`config.mk`:
```
export PLATFORM = sky130hd
export DESIGN_NAME = coproc_cmd_ctrl
export DESIGN_NICKNAME = d
export VERILOG_FILES = /design/src/rtl/coproc_cmd_ctrl.sv
export SDC_FILE = /design/constraint.sdc
export NUM_CORES = 2
export LEC_CHECK = 0
export CAP_MARGIN = 20
export CORE_ASPECT_RATIO = 0.75
export CORE_MARGIN = 10
export CORE_UTILIZATION = 50
export DETAILED_ROUTE_END_ITERATION = 6
export PLACE_DENSITY_LB_ADDON = 0.3
export SYNTH_ARGS = -nofsm -noshare
export SYNTH_HDL_FRONTEND = slang
export SYNTH_SLANG_ARGS = --single-unit
```
`constraint.sdc`:
```
create_clock -name clk -period 27.5 [get_ports clk]
set_clock_uncertainty 0.2 [all_clocks]
set_input_delay 2.75 -clock clk [delete_from_list [all_inputs] [get_ports clk]]
set_output_delay 2.75 -clock clk [all_outputs]
set_load 0.01 [all_outputs]
```
`src/rtl/coproc_cmd_ctrl.sv`:
```
// Command-side controller for the matrix coprocessor: loads operands, issues an
// operation, waits a settle time, captures the result and streams it back.
module coproc_cmd_ctrl #(
   parameter int ELEM_W        = 8,
   parameter int MAX_DIM       = 5,
   parameter int SETTLE_CYCLES = 2
) (
   input  logic                              clk,
   input  logic                              reset,
   input  logic                              cmd_valid,
   output logic                              cmd_ready,
   input  logic [31:0]                       cmd_data,
   output logic                              rsp_valid,
   input  logic                              rsp_ready,
   output logic [ELEM_W-1:0]                 rsp_data,
   output logic                              rsp_last,
   output logic                              cmd_error,
   output logic [2:0]                        op_code,
   output logic [1:0]                        matrix_size,
   output logic [ELEM_W*MAX_DIM*MAX_DIM-1:0] matrix_a,
   output logic [ELEM_W*MAX_DIM*MAX_DIM-1:0] matrix_b,
   input  logic                              process_Done,
   input  logic [ELEM_W*MAX_DIM*MAX_DIM-1:0] result_final
);

   localparam int BUS_W    = ELEM_W * MAX_DIM * MAX_DIM;
   localparam int NUM_ELEM = MAX_DIM * MAX_DIM;

   localparam logic [2:0] CLS_NOP    = 3'b000;
   localparam logic [2:0] CLS_LOAD_A = 3'b001;
   localparam logic [2:0] CLS_LOAD_B = 3'b010;
   localparam logic [2:0] CLS_EXEC   = 3'b011;
   localparam logic [2:0] CLS_READ   = 3'b100;
   localparam logic [2:0] CLS_CLEAR  = 3'b111;

   typedef enum logic [1:0] {
      ST_IDLE,
      ST_SETTLE,
      ST_CAPTURE,
      ST_STREAM
   } state_t;

   state_t             r_state;
   state_t             w_nextState;
   logic               r_alive;
   logic [3:0]         r_settleCnt;
   logic [2:0]         r_op;
   logic [1:0]         r_size;
   logic [BUS_W-1:0]   r_matA;
   logic [BUS_W-1:0]   r_matB;
   logic [BUS_W-1:0]   r_result;
   logic               r_resultOk;
   logic               r_error;
   logic [2:0]         r_row;
   logic [2:0]         r_col;

   logic               w_cmdFire;
   logic               w_rspFire;
   logic [2:0]         w_class;
   logic [4:0]         w_loadIdx;
   logic [ELEM_W-1:0]  w_loadVal;
   logic               w_idxOk;
   logic [2:0]         w_dimLast;
   logic               w_lastCol;
   logic               w_lastRow;
   logic [4:0]         w_elemIdx;
   logic               w_unused;

   assign w_class   = cmd_data[31:29];
   assign w_loadIdx = cmd_data[28:24];
   assign w_loadVal = cmd_data[ELEM_W-1:0];
   assign w_idxOk   = (w_loadIdx < 5'(NUM_ELEM));
   assign w_cmdFire = cmd_valid & cmd_ready;
   assign w_rspFire = rsp_valid & rsp_ready;
   assign w_unused  = &{1'b0, cmd_data[23:ELEM_W]};

   // Stream geometry: N-1 from the latched size, element index row-major in the padded bus
   assign w_dimLast = {1'b0, r_size} + 3'd1;
   assign w_lastCol = (r_col == w_dimLast);
   assign w_lastRow = (r_row == w_dimLast);
   assign w_elemIdx = 5'(MAX_DIM) * {2'b00, r_row} + {2'b00, r_col};

   assign cmd_error   = r_error;
   assign matrix_size = r_size;
   assign matrix_a    = r_matA;
   assign matrix_b    = r_matB;

   // State register
   always_ff @(posedge clk or posedge reset) begin
      if (reset) begin
         r_state <= ST_IDLE;
      end else begin
         r_state <= w_nextState;
      end
   end

   // Next-state and handshake/output decode; cmd_ready waits one edge after reset
   always_comb begin
      w_nextState = r_state;
      cmd_ready   = 1'b0;
      rsp_valid   = 1'b0;
      rsp_last    = 1'b0;
      rsp_data    = '0;
      op_code     = 3'b000;
      case (r_state)
         ST_IDLE: begin
            cmd_ready = r_alive;
            if (cmd_valid && r_alive) begin
               if (w_class == CLS_EXEC) begin
                  w_nextState = ST_SETTLE;
               end else if (w_class == CLS_READ && r_resultOk) begin
                  w_nextState = ST_STREAM;
               end
            end
         end
         ST_SETTLE: begin
            op_code = r_op;
            if (r_settleCnt <= 4'd1) begin
               w_nextState = ST_CAPTURE;
            end
         end
         ST_CAPTURE: begin
            op_code     = r_op;
            w_nextState = ST_IDLE;
         end
         ST_STREAM: begin
            rsp_valid = 1'b1;
            rsp_last  = w_lastRow & w_lastCol;
            rsp_data  = r_result[int'(w_elemIdx)*ELEM_W +: ELEM_W];
            if (rsp_ready && w_lastRow && w_lastCol) begin
               w_nextState = ST_IDLE;
            end
         end
         default: begin
            w_nextState = ST_IDLE;
         end
      endcase
   end

   // Ready enable and operation latches
   always_ff @(posedge clk or posedge reset) begin
      if (reset) begin
         r_alive     <= 1'b0;
         r_op        <= 3'b000;
         r_size      <= 2'b00;
         r_settleCnt <= 4'd0;
      end else begin
         r_alive <= 1'b1;
         if (w_cmdFire && w_class == CLS_EXEC) begin
            r_op        <= cmd_data[4:2];
            r_size      <= cmd_data[1:0];
            r_settleCnt <= 4'(SETTLE_CYCLES);
         end else if (r_state == ST_SETTLE) begin
            r_settleCnt <= r_settleCnt - 4'd1;
         end
      end
   end

   // Operand registers: only LOAD and CLEAR touch them, so they are frozen during SETTLE/CAPTURE
   always_ff @(posedge clk or posedge reset) begin
      if (reset) begin
         r_matA <= '0;
         r_matB <= '0;
      end else if (w_cmdFire) begin
         if (w_class == CLS_CLEAR) begin
            r_matA <= '0;
            r_matB <= '0;
         end else if (w_class == CLS_LOAD_A && w_idxOk) begin
            r_matA[int'(w_loadIdx)*ELEM_W +: ELEM_W] <= w_loadVal;
         end else if (w_class == CLS_LOAD_B && w_idxOk) begin
            r_matB[int'(w_loadIdx)*ELEM_W +: ELEM_W] <= w_loadVal;
         end
      end
   end

   // Captured result and its validity; a failed capture invalidates any older result
   always_ff @(posedge clk or posedge reset) begin
      if (reset) begin
         r_result   <= '0;
         r_resultOk <= 1'b0;
      end else if (w_cmdFire && w_class == CLS_CLEAR) begin
         r_result   <= '0;
         r_resultOk <= 1'b0;
      end else if (r_state == ST_CAPTURE) begin
         if (process_Done) begin
            r_result   <= result_final;
            r_resultOk <= 1'b1;
         end else begin
            r_resultOk <= 1'b0;
         end
      end
   end

   // Sticky error flag
   always_ff @(posedge clk or posedge reset) begin
      if (reset) begin
         r_error <= 1'b0;
      end else if (w_cmdFire) begin
         case (w_class)
            CLS_CLEAR:  r_error <= 1'b0;
            CLS_NOP,
            CLS_EXEC:   r_error <= r_error;
            CLS_LOAD_A,
            CLS_LOAD_B: r_error <= r_error | ~w_idxOk;
            CLS_READ:   r_error <= r_error | ~r_resultOk;
            default:    r_error <= 1'b1;
         endcase
      end else if (r_state == ST_CAPTURE && !process_Done) begin
         r_error <= 1'b1;
      end
   end

   // Row/column walk over the NxN window
   always_ff @(posedge clk or posedge reset) begin
      if (reset) begin
         r_row <= 3'd0;
         r_col <= 3'd0;
      end else if (w_cmdFire && w_class == CLS_READ) begin
         r_row <= 3'd0;
         r_col <= 3'd0;
      end else if (w_rspFire) begin
         if (w_lastCol) begin
            r_col <= 3'd0;
            r_row <= r_row + 3'd1;
         end else begin
            r_col <= r_col + 3'd1;
         end
      end
   end

endmodule

```
* After elaboration in Yosys (flattened, before gate mapping)
Cells that the tools add are included.
Word-level totals: output and inout port bits 417, input bits 237, logic and storage cells 112, bits in registers 620
Operators by class: add/sub/neg operators 6, shift-type cells 3, reduce and logical (&&, ||, !) cells 30, multiply operators 1, order comparisons 2, bitwise logic cells 7, eq/ne operators 16, muxes and demuxes 35
Operators with widths (number):
- $mux 200 | 8
- $bwmux 200 | 2
- $shift 8x33->200 const A | 1
- $shiftx 200x9->8 | 1
- $shiftx 8x33->200 | 1
- $neg 8->33 | 1
- $mux 3 | 7
- $reduce_bool 2->1 | 8
- $logic_and 1x1->1 | 10
- $mux 2 | 5
- $ne 2x2->1 const B | 5
- $mux 1 | 8
- $mux 4 | 2
- $mux 8 | 1
- $pmux 2 s4 | 1
- $reduce_and 2->1 | 4
- $add 3x1->3 const B | 2
- $eq 3x2->1 const B | 2
- $eq 3x3->1 | 2
- $eq 3x3->1 const B | 2
- $reduce_or 2->1 | 3
- $add 5x3->5 | 1
- $lt 5x5->1 const B | 1
- $mul 3x3->5 const A | 1
- 16 further kinds | 21

* Logic depth before layout (Yosys ltp)
word-level depth 6, mapped depth 12, gate-level depth less buffers 9

* Worst setup path after synthesis
No wires, ideal clock.
path type flip-flop to output port, start register r_row[0], end output port rsp_data[6], arrival 2845 ps, stages on the path, launching flop included 8, path slack 21705 ps, buffers on the path 0, required time 24550 ps, cell sequence dfrtp_1 -> ha_1 -> ha_1 -> fa_1 -> xnor2_1 -> nor4_1 -> a22oi_1 -> a211oi_1
Between the ends: cells in the longest elaborated chain, start to end 4
RTL lines:
- start: declaration | RTL line 54 | logic [2:0] r_row;
- start signal: assignment | RTL line 224 | r_row <= r_row + 3'd1;
- $mul 3x3->5 | RTL line 81 | assign w_elemIdx = 5'(MAX_DIM) * {2'b00, r_row} + {2'b00, r_col};
- $add 5x3->5 | RTL line 81
- $shiftx 200x9->8 | RTL line 129 | rsp_data = r_result[int'(w_elemIdx)*ELEM_W +: ELEM_W];
- $mux 8 | RTL line 105 | case (r_state)
- end: declaration | RTL line 15 | output logic [ELEM_W-1:0] rsp_data,
No other way between the ends.

* Worst setup path after layout
start register r_row[1], end output port rsp_data[5]
Same word-level chain as after synthesis.

==> qor.yml <==
critical_path:
  path_delay_family: "adder cells"
  worstRegToRegCells: 7
  crit_fanout: 33
  crit_chain: "ha_1, ha_2, buf_4, mux4_2, and2_1, a2111oi_0, and4b_1, clkdlybuf4s50_1"
  slowest_delay_ps: 980
  start_kind: "register"
  critPathBufInv: 2
  worstSetupPathType: "reg2out"
  cp_num_cells: 8
  setup.worst_path.end_class: "primary output"
  cp.arrival_ps: 5020
  cp_slowest_cell: "ha_2"
  worstPathRequired_ps: 24550
clock_tree:
  clockRootBuffer: "clkbuf_16"
  clock_latency_ps: 620
  cts_sinks: 620
  cts_setup_buffers: 0
  cts_made_buffers: 60
  postCtsHoldBufs: 0
  htreeDepth: 2
  cts_resized: 0
  clk_pin_slew_ps: 60
  ctsLongestPathBuffers: 3
  tritoncts: "yes"
pwr:
  p_switching_uw: 851
  combPwrFrac: 0.258
  p_total_uw: 2730
  vdd_drop_max_v: 0.0000612
  p_seq_frac: 0.427
  p_clk_frac: 0.315
  intPower_uw: 1880
  swShare: 0.311
  leakage_uw: 0.0150
  p_per_area_nw_per_um2: 75.3
yosys:
  synthesis.nets: 3009
  synth_edf_count: 0
  synth-seq-area-share: 0.567
  ys_types: 65
  postSynthAreaPerCell_um2: 9.94
  synthArstFlopShare: 1.00
  ys.flop_type: "dfrtp_1"
  yosys_warnings: 0
  synth-seq-cells: 620
  synth.area.top_cells: "dfrtp_1 57%, nand2_1 7.6%, nand3_1 7.2%"
  yosysTopAreaCell: "dfrtp_1"
  synthesis.area_um2: 27400
  yosysTopAreaCellShare: 0.567
  synth_cells: 2752
floorplan:
  coreArea_um2: 54300
  die_w_um: 290
  start_util: 0.504
  fp.dieH_um: 223
  core.rowCount: 74
  pin_count: 654
  design.die.area_um2: 64600
route:
  route.detailed.wl_per_inst_um: 25.4
  drtPass1Iterations: 7
  drt_iter0_drc: 2685
  routed_wl_mm: 103
  drcViolationCount: 0
  drtAntennaViolNets: 0
  via_per_inst: 6.11
  num_vias: 24900
cells_and_area:
  fin_nets: 3544
  syn2layout_area_growth_pct: 32.7
  layout-drive-gt1-share: 0.0738
  final_cell_mix: "637 x clkdlybuf4s50_1, 620 x dfrtp_1, 549 x nand2_1"
  fin_cells: 4069
  layout_commonest_cell: "clkdlybuf4s50_1"
global_routing:
  grt_max_degree: 263
  antenna_found_initial: 14
  grt.total_usage: 0.308
  grt_pass1_wl_mm: 155
  grt_pass1_vias: 24600
  overflow: 0
placement:
  dp_hpwl_mm: 73.6
  place_congestion: 0.907
  io_buffer_count: 637
  placed_cells: 3938
  place_ws_ps: 20090
sta:
  hold_viol: 0
  tightest_slew_ps: 1250
  setup_viol: 0
  slew_viol_final: 0
  fin_ws_ps: 19530
  setup_tns_ps: 0
  fmax_mhz: 125
  period_needed_ps: 7970
  rsz0062_at_grt: "no"
  max_slew_margin: 0.170
  period_share: 0.290
hold_path:
  whs_path_depth: 2
  hp-class: "reg2reg"
outcome:
  status: "complete, no violations"
job:
  maxCapViolCount: 0
## stage by stage
step                      hold WS, ps  cell area [µm²]  utilization
after CTS                         303            36100        0.666
after detailed placement          282            34100        0.629
after global placement            281            34100        0.629
after floorplan                   272            27400            -
final                             301            36300        0.669
after global routing              326            36300        0.669
## worst reg2reg max path, cell delays in order (launching register included)
cell and delay, ps:
dfrtp_1 420, inv_1 100, ha_1 310, and3_1 400, and2_4 930, buf_4 870, buf_4 750, a21oi_1 190
## synthesized netlist by cell type, types with 12 or more instances
master,n
clkbuf_1,119
nor3_1,17
o21ai_1,25
mux4_2,34
nand4_1,39
o21ai_0,343
and2_1,16
dfrtp_1,620
mux2i_1,44
xnor2_1,12
buf_2,47
nor2b_1,13
ha_1,19
o2111ai_1,18
a21oi_1,216
nor2_1,30
buf_1,27
nand2_1,551
nand3_1,391
a22o_1,17
## layout make-up
type	count	area (µm²)
Antenna cell	14	35.0
Clock buffer	92	1820
Clock inverter	16	214
Fill cell	4138	18000
Inverter	9	41.3
Multi-Input combinational cell	1919	11000
Sequential cell	620	15500
Tap cell	722	903
Timing Repair Buffer	677	6770
## layer usage
metal	vias up	GRT usage	wire length, µm
met5	-	0	13
met4	2	0.143	4760
met3	247	0.0865	10300
met2	1324	0.465	46700
met1	12500	0.408	41400
li1	10800	-	-
## power groups by stage
stage	sequential (µW)	clock, µW	combinational, µW
after floorplan	1150	0	488
after global placement	1170	0	671
after detailed placement	1180	0	691
after CTS	1170	864	695
after global routing	1190	899	773
final	1170	861	705
## state kept, by name (all words and copies together), names as in the netlist, 2 cells and up
signal	count
r_settleCnt	4
matrix_size	2
matrix_b	200
r_op	3
r_col	3
r_state	2
r_row	3
matrix_a	200
r_result	200
## cells by family (layout without fill, tap and decap cells)
group / after synthesis / in the layout / synth area share
AND/OR/NAND/NOR: 1125 / 1125 / 0.196
AO/OA/AOI/OAI: 668 / 668 / 0.140
flip-flops: 620 / 620 / 0.567
buffers and inverters: 213 / 794 / 0.0339
multiplexers: 83 / 83 / 0.0461
XOR/XNOR: 22 / 22 / 0.00759
adder cells (fa/ha/maj): 20 / 20 / 0.00942
other: 1 / 15 / 0.000137
## worst paths after layout
path                            endpoint          start  slack [ps]
hold / removal             matrix_b[142]  matrix_b[142]         300
max in group asynchronous   matrix_a[79]          reset       22190
hold reg to reg            matrix_b[142]  matrix_b[142]         300
setup / recovery             rsp_data[5]       r_row[1]       19530
min in group asynchronous  r_result[179]          reset        2490
setup reg to reg           r_result[105]     r_state[0]       23160
Note: power is estimated with default switching activity, not from simulation.
==> RTL change 1, RTL diff (config.mk and constraints unchanged) <==
Put one more register stage on the output `cmd_error`, cleared by the reset. The value now appears one clock later. The other outputs are not delayed to match.
--- a/src/rtl/coproc_cmd_ctrl.sv
+++ b/src/rtl/coproc_cmd_ctrl.sv
@@ -82,3 +82,9 @@
 
-   assign cmd_error   = r_error;
+   always_ff @(posedge clk or posedge reset) begin
+      if (reset) begin
+         cmd_error <= '0;
+      end else begin
+         cmd_error <= r_error;
+      end
+   end
    assign matrix_size = r_size;
Check against the original RTL: not settled (the Yosys comparison gave no result); the edit may change what the design does.
==> RTL change 1 against the original RTL <==
The flow now finishes with violations (slew limit). Global-route usage shrank 0.93 points. Setup slack improved by 310 ps. Register-to-register slack lost 560 ps. Total power down 3.4%. Synthesized area increased by 2.8%. Hold slack got worse by 100 ps. Cell area grew 1.9%. Die area up 2.6%. Non-clock buffer count is 7 lower. Count of clock-buffer cells in the layout is 16 lower. Wire length is 0.82% lower. Sequential cell count is 1 higher.
==> RTL change 1: results (changes against the original RTL) <==
Outcome
  – Status: finished, violations left (was complete, no violations)
  – Failing checks: slew limit

STA
  – Max Clk Rate: 131 MHz (was 125 MHz)
  – Final Slew Violations: 60 (was 0)

Global routing
  – First-pass GRT wire length: 151000 um (was 155000 um)
  – Initial antenna violation count: 11 (was 14)
  – Grt met2 use: 0.455 (was 0.465)
  – Vias in the first global route: 24200 (was 24600)

Layout
  – Multi-input combinational cell area: 0.0118 mm2 (was 0.0110 mm2)
  – # fillers: 4230 (was 4138)
  – Nonclk buf count: 670 (was 677)
  – Clock network area share: 0.0534 (was 0.0561)
  – N_diodes: 10 (was 14)
  – Final net count: 3540 (was 3544)
  – Inverter count: 11 (was 9)
  – Multi-input gates: 1921 (was 1919)

Clock tree
  – CTS Buf Count: 58 (was 60)

Logic synthesis
  – Sequential cell area fraction in the yosys report: 0.552 (was 0.567)
  – Count of cell types in the netlist: 73 (was 65)
  – Compound-Gate Fraction of Synth Area: 0.0865 (was 0.140)

Power and ir drop
  – Clock power frac: 0.322 (was 0.315)
  – Switching pwr: 819 uW (was 851 uW)
  – Lkg Pwr: 0.0163 uW (was 0.0150 uW)

Placement
  – GPL Wtd Cong: 0.917 (was 0.907)

Drt
  – Met2 wire len: 47100 um (was 46700 um)
  – First-pass iteration count of the detailed router: 6 (was 7)
  – WL met3: 10100 um (was 10300 um)

Setup path
  – R2R depth: 9 (was 7)
  – Critical path arrival: 4710 ps (was 5020 ps)
  – End of the critical path: rsp_data[7] (was rsp_data[5])
  – CP Launch Point: r_row[0] (was r_row[1])

Worst hold path
  – WHS Endpoint: cmd_error (was matrix_b[142])
==> RTL change 1: worst max-delay path: stages (launching register included) <==
cell             delay, ps
dfrtp_1                460
ha_1                   320
ha_1                   310
fa_1                  1130
nor2_1                 360
a22oi_1                270
nand3_1                230
nand3_1                190
and4b_1                230
clkdlybuf4s50_1        560
==> RTL change 1: power groups by stage <==
stage               clock network (uW)  logic (uW)  registers, uW
finish                             851         650           1140
global route                       894         717           1150
CTS                                859         645           1140
detailed placement                   0         642           1150
global placement                     0         624           1140
floorplan                            0         451           1130
==> RTL change 1: metrics by stage <==
step / cell area, um2 / hold slack, ps / utilization / instances
CTS: 36800 / 198 / 0.660 / 4049
global route: 37000 / 200 / 0.662 / 4066
detailed placement: 34900 / 183 / 0.625 / 3945
finish: 37000 / 200 / 0.662 / 4068
floorplan: 28100 / 154 / - / 2732
global placement: 34900 / 174 / 0.624 / 3942
==> RTL change 2, RTL diff (same settings) <==
Without the edit above. Set the parameter `ELEM_W` to 9 (it was 8).
--- a/src/rtl/coproc_cmd_ctrl.sv
+++ b/src/rtl/coproc_cmd_ctrl.sv
@@ -3,3 +3,3 @@
 module coproc_cmd_ctrl #(
-   parameter int ELEM_W        = 8,
+   parameter int ELEM_W        = 9,
    parameter int MAX_DIM       = 5,
Interface: changed (resized matrix_a, matrix_b, result_final and rsp_data); port bits go from 654 to 730. The function was not compared with the original's and may differ.
==> RTL change 2 against the original RTL <==
Clock power grew 12%. Count of clock-buffer cells in the layout grew 5. Total power grew 25%. Sequential power grew 17%. Synthesized area grew 10%. Cell area grew 11%. Wire length grew 12%. Sequential cell count grew 75. Setup slack gained 21 ps. Critical path type unchanged. Largest power group unchanged.
==> RTL change 2: results (changes against the original RTL) <==
Global routing
  – Largest net degree at the start of global routing: 230 (was 263)
  – Vias in the first global route: 26800 (was 24600)
  – First-pass GRT wire length: 170000 um (was 155000 um)
  – Initial antenna violation count: 10 (was 14)

Outcome
  – Status: complete, no violations (unchanged)

Drt
  – DR iter-0 viols: 2654 (was 2685)
  – Via count: 26200 (was 24900)
  – Routed length per placed instance: 26.5 um (was 25.4 um)
  – WL met3: 11500 um (was 10300 um)
  – Highest Signal Layer: met4 (was met5)
  – Met2 wire len: 53900 um (was 46700 um)

Power and ir drop
  – Lkg Pwr: 0.0182 uW (was 0.0150 uW)

Logic synthesis
  – Count of cell types in the netlist: 80 (was 65)
  – Syn_nets: 3138 (was 3009)
  – Most numerous cell in the Yosys netlist: nand2_1 (was dfrtp_1)
  – Synth area leaders: dfrtp_1 (58%), nand2_1 (8.7%), mux2i_1 (5.7%), a21oi_1 (4.3%), mux4_2 (2.7%) (was dfrtp_1 (57%), nand2_1 (7.6%), nand3_1 (7.2%), o21ai_0 (6.3%), a21oi_1 (4.0%))
  – Post-synth top cells: nand2_1 (701), dfrtp_1 (695), a21oi_1 (261) (was dfrtp_1 (620), nand2_1 (551), nand3_1 (391))
  – Sequential cell area fraction in the yosys report: 0.578 (was 0.567)

STA
  – Worst slew pin tran: 1170 ps (was 1250 ps)

Clock tree
  – Worst-Skew Late Latency: 600 ps (was 620 ps)
  – CTS Buf Count: 68 (was 60)
  – H-tree Lvls: 3 (was 2)

Setup path
  – Max incr delay on CP: 1090 ps (was 980 ps)
  – Critical path fanouts, max: 23 (was 33)

Placement
  – Dpl hpwl: 83300 um (was 73600 um)
  – Pre-CTS WS: 19760 ps (was 20090 ps)
  – I/O Buffers: 714 (was 637)

Layout
  – Final net count: 3783 (was 3544)
==> RTL change 2: layer usage <==
metal,up-vias,track usage
met5,-,0
met4,0,0.142
met3,275,0.0932
met2,1337,0.498
met1,13300,0.404
li1,11300,-
==> RTL change 2: path summary, 6_finish.rpt <==
path | start | end | slack [ps] | cells after the start
min | matrix_b[188] | matrix_b[188] | 290 | 1
min in group asynchronous | reset | matrix_b[188] | 2500 | 2
max | r_row[0] | rsp_data[5] | 19550 | 9
min reg2reg | matrix_b[188] | matrix_b[188] | 290 | 1
max reg2reg | r_state[1] | matrix_a[75] | 23390 | 9
max in group asynchronous | reset | matrix_a[23] | 20560 | 6
==> RTL change 2: metrics by stage <==
stage                     total power, uW  hold slack (ps)  std cells
after floorplan                      2020              273       2854
after global routing                 3570              305       4348
after detailed placement             2440              273       4214
final                                3410              287       4350
after CTS                            3410              290       4334
after global placement               2400              271       4213
==> RTL change 2: logic make-up after synthesis <==
family | after synthesis | synth area share
other | 1 | 0.000125
muxes | 212 | 0.0857
buffers and inverters | 263 | 0.0346
and+or+nand+nor | 980 | 0.144
DFF | 695 | 0.578
xor gates and xnor gates | 18 | 0.00524
AOI/OAI and AO/OA | 663 | 0.143
adders and majority gates | 22 | 0.00939
==> RTL change 2: layout make-up <==
| type | instances | area (um2) |
|---|---|---|
| Clock buffer | 97 | 2010 |
| Timing Repair Buffer | 760 | 7520 |
| Fill cell | 4301 | 19000 |
| Antenna cell | 11 | 27.5 |
| Multi-Input combinational cell | 1896 | 11700 |
| Inverter | 78 | 300 |
| Clock inverter | 23 | 280 |
| Tap cell | 790 | 988 |
| Sequential cell | 695 | 17400 |
==> RTL change 2: power groups by stage <==
stage | combinational (uW) | clock [uW] | sequential, uW
after global placement | 1030 | 0 | 1370
after floorplan | 639 | 0 | 1380
after CTS | 1070 | 973 | 1370
after detailed placement | 1060 | 0 | 1380
after global routing | 1170 | 1010 | 1390
final | 1070 | 965 | 1370
==> RTL change 2: worst max-delay path, delay by kind of cell (launching register included) <==
kind                       cells  cell delay [ps]
AOI/OAI and AO/OA              4              920
and+or+nand+nor                1              750
buffers and inverters          1              520
DFF                            1              450
adders and majority gates      3             1750
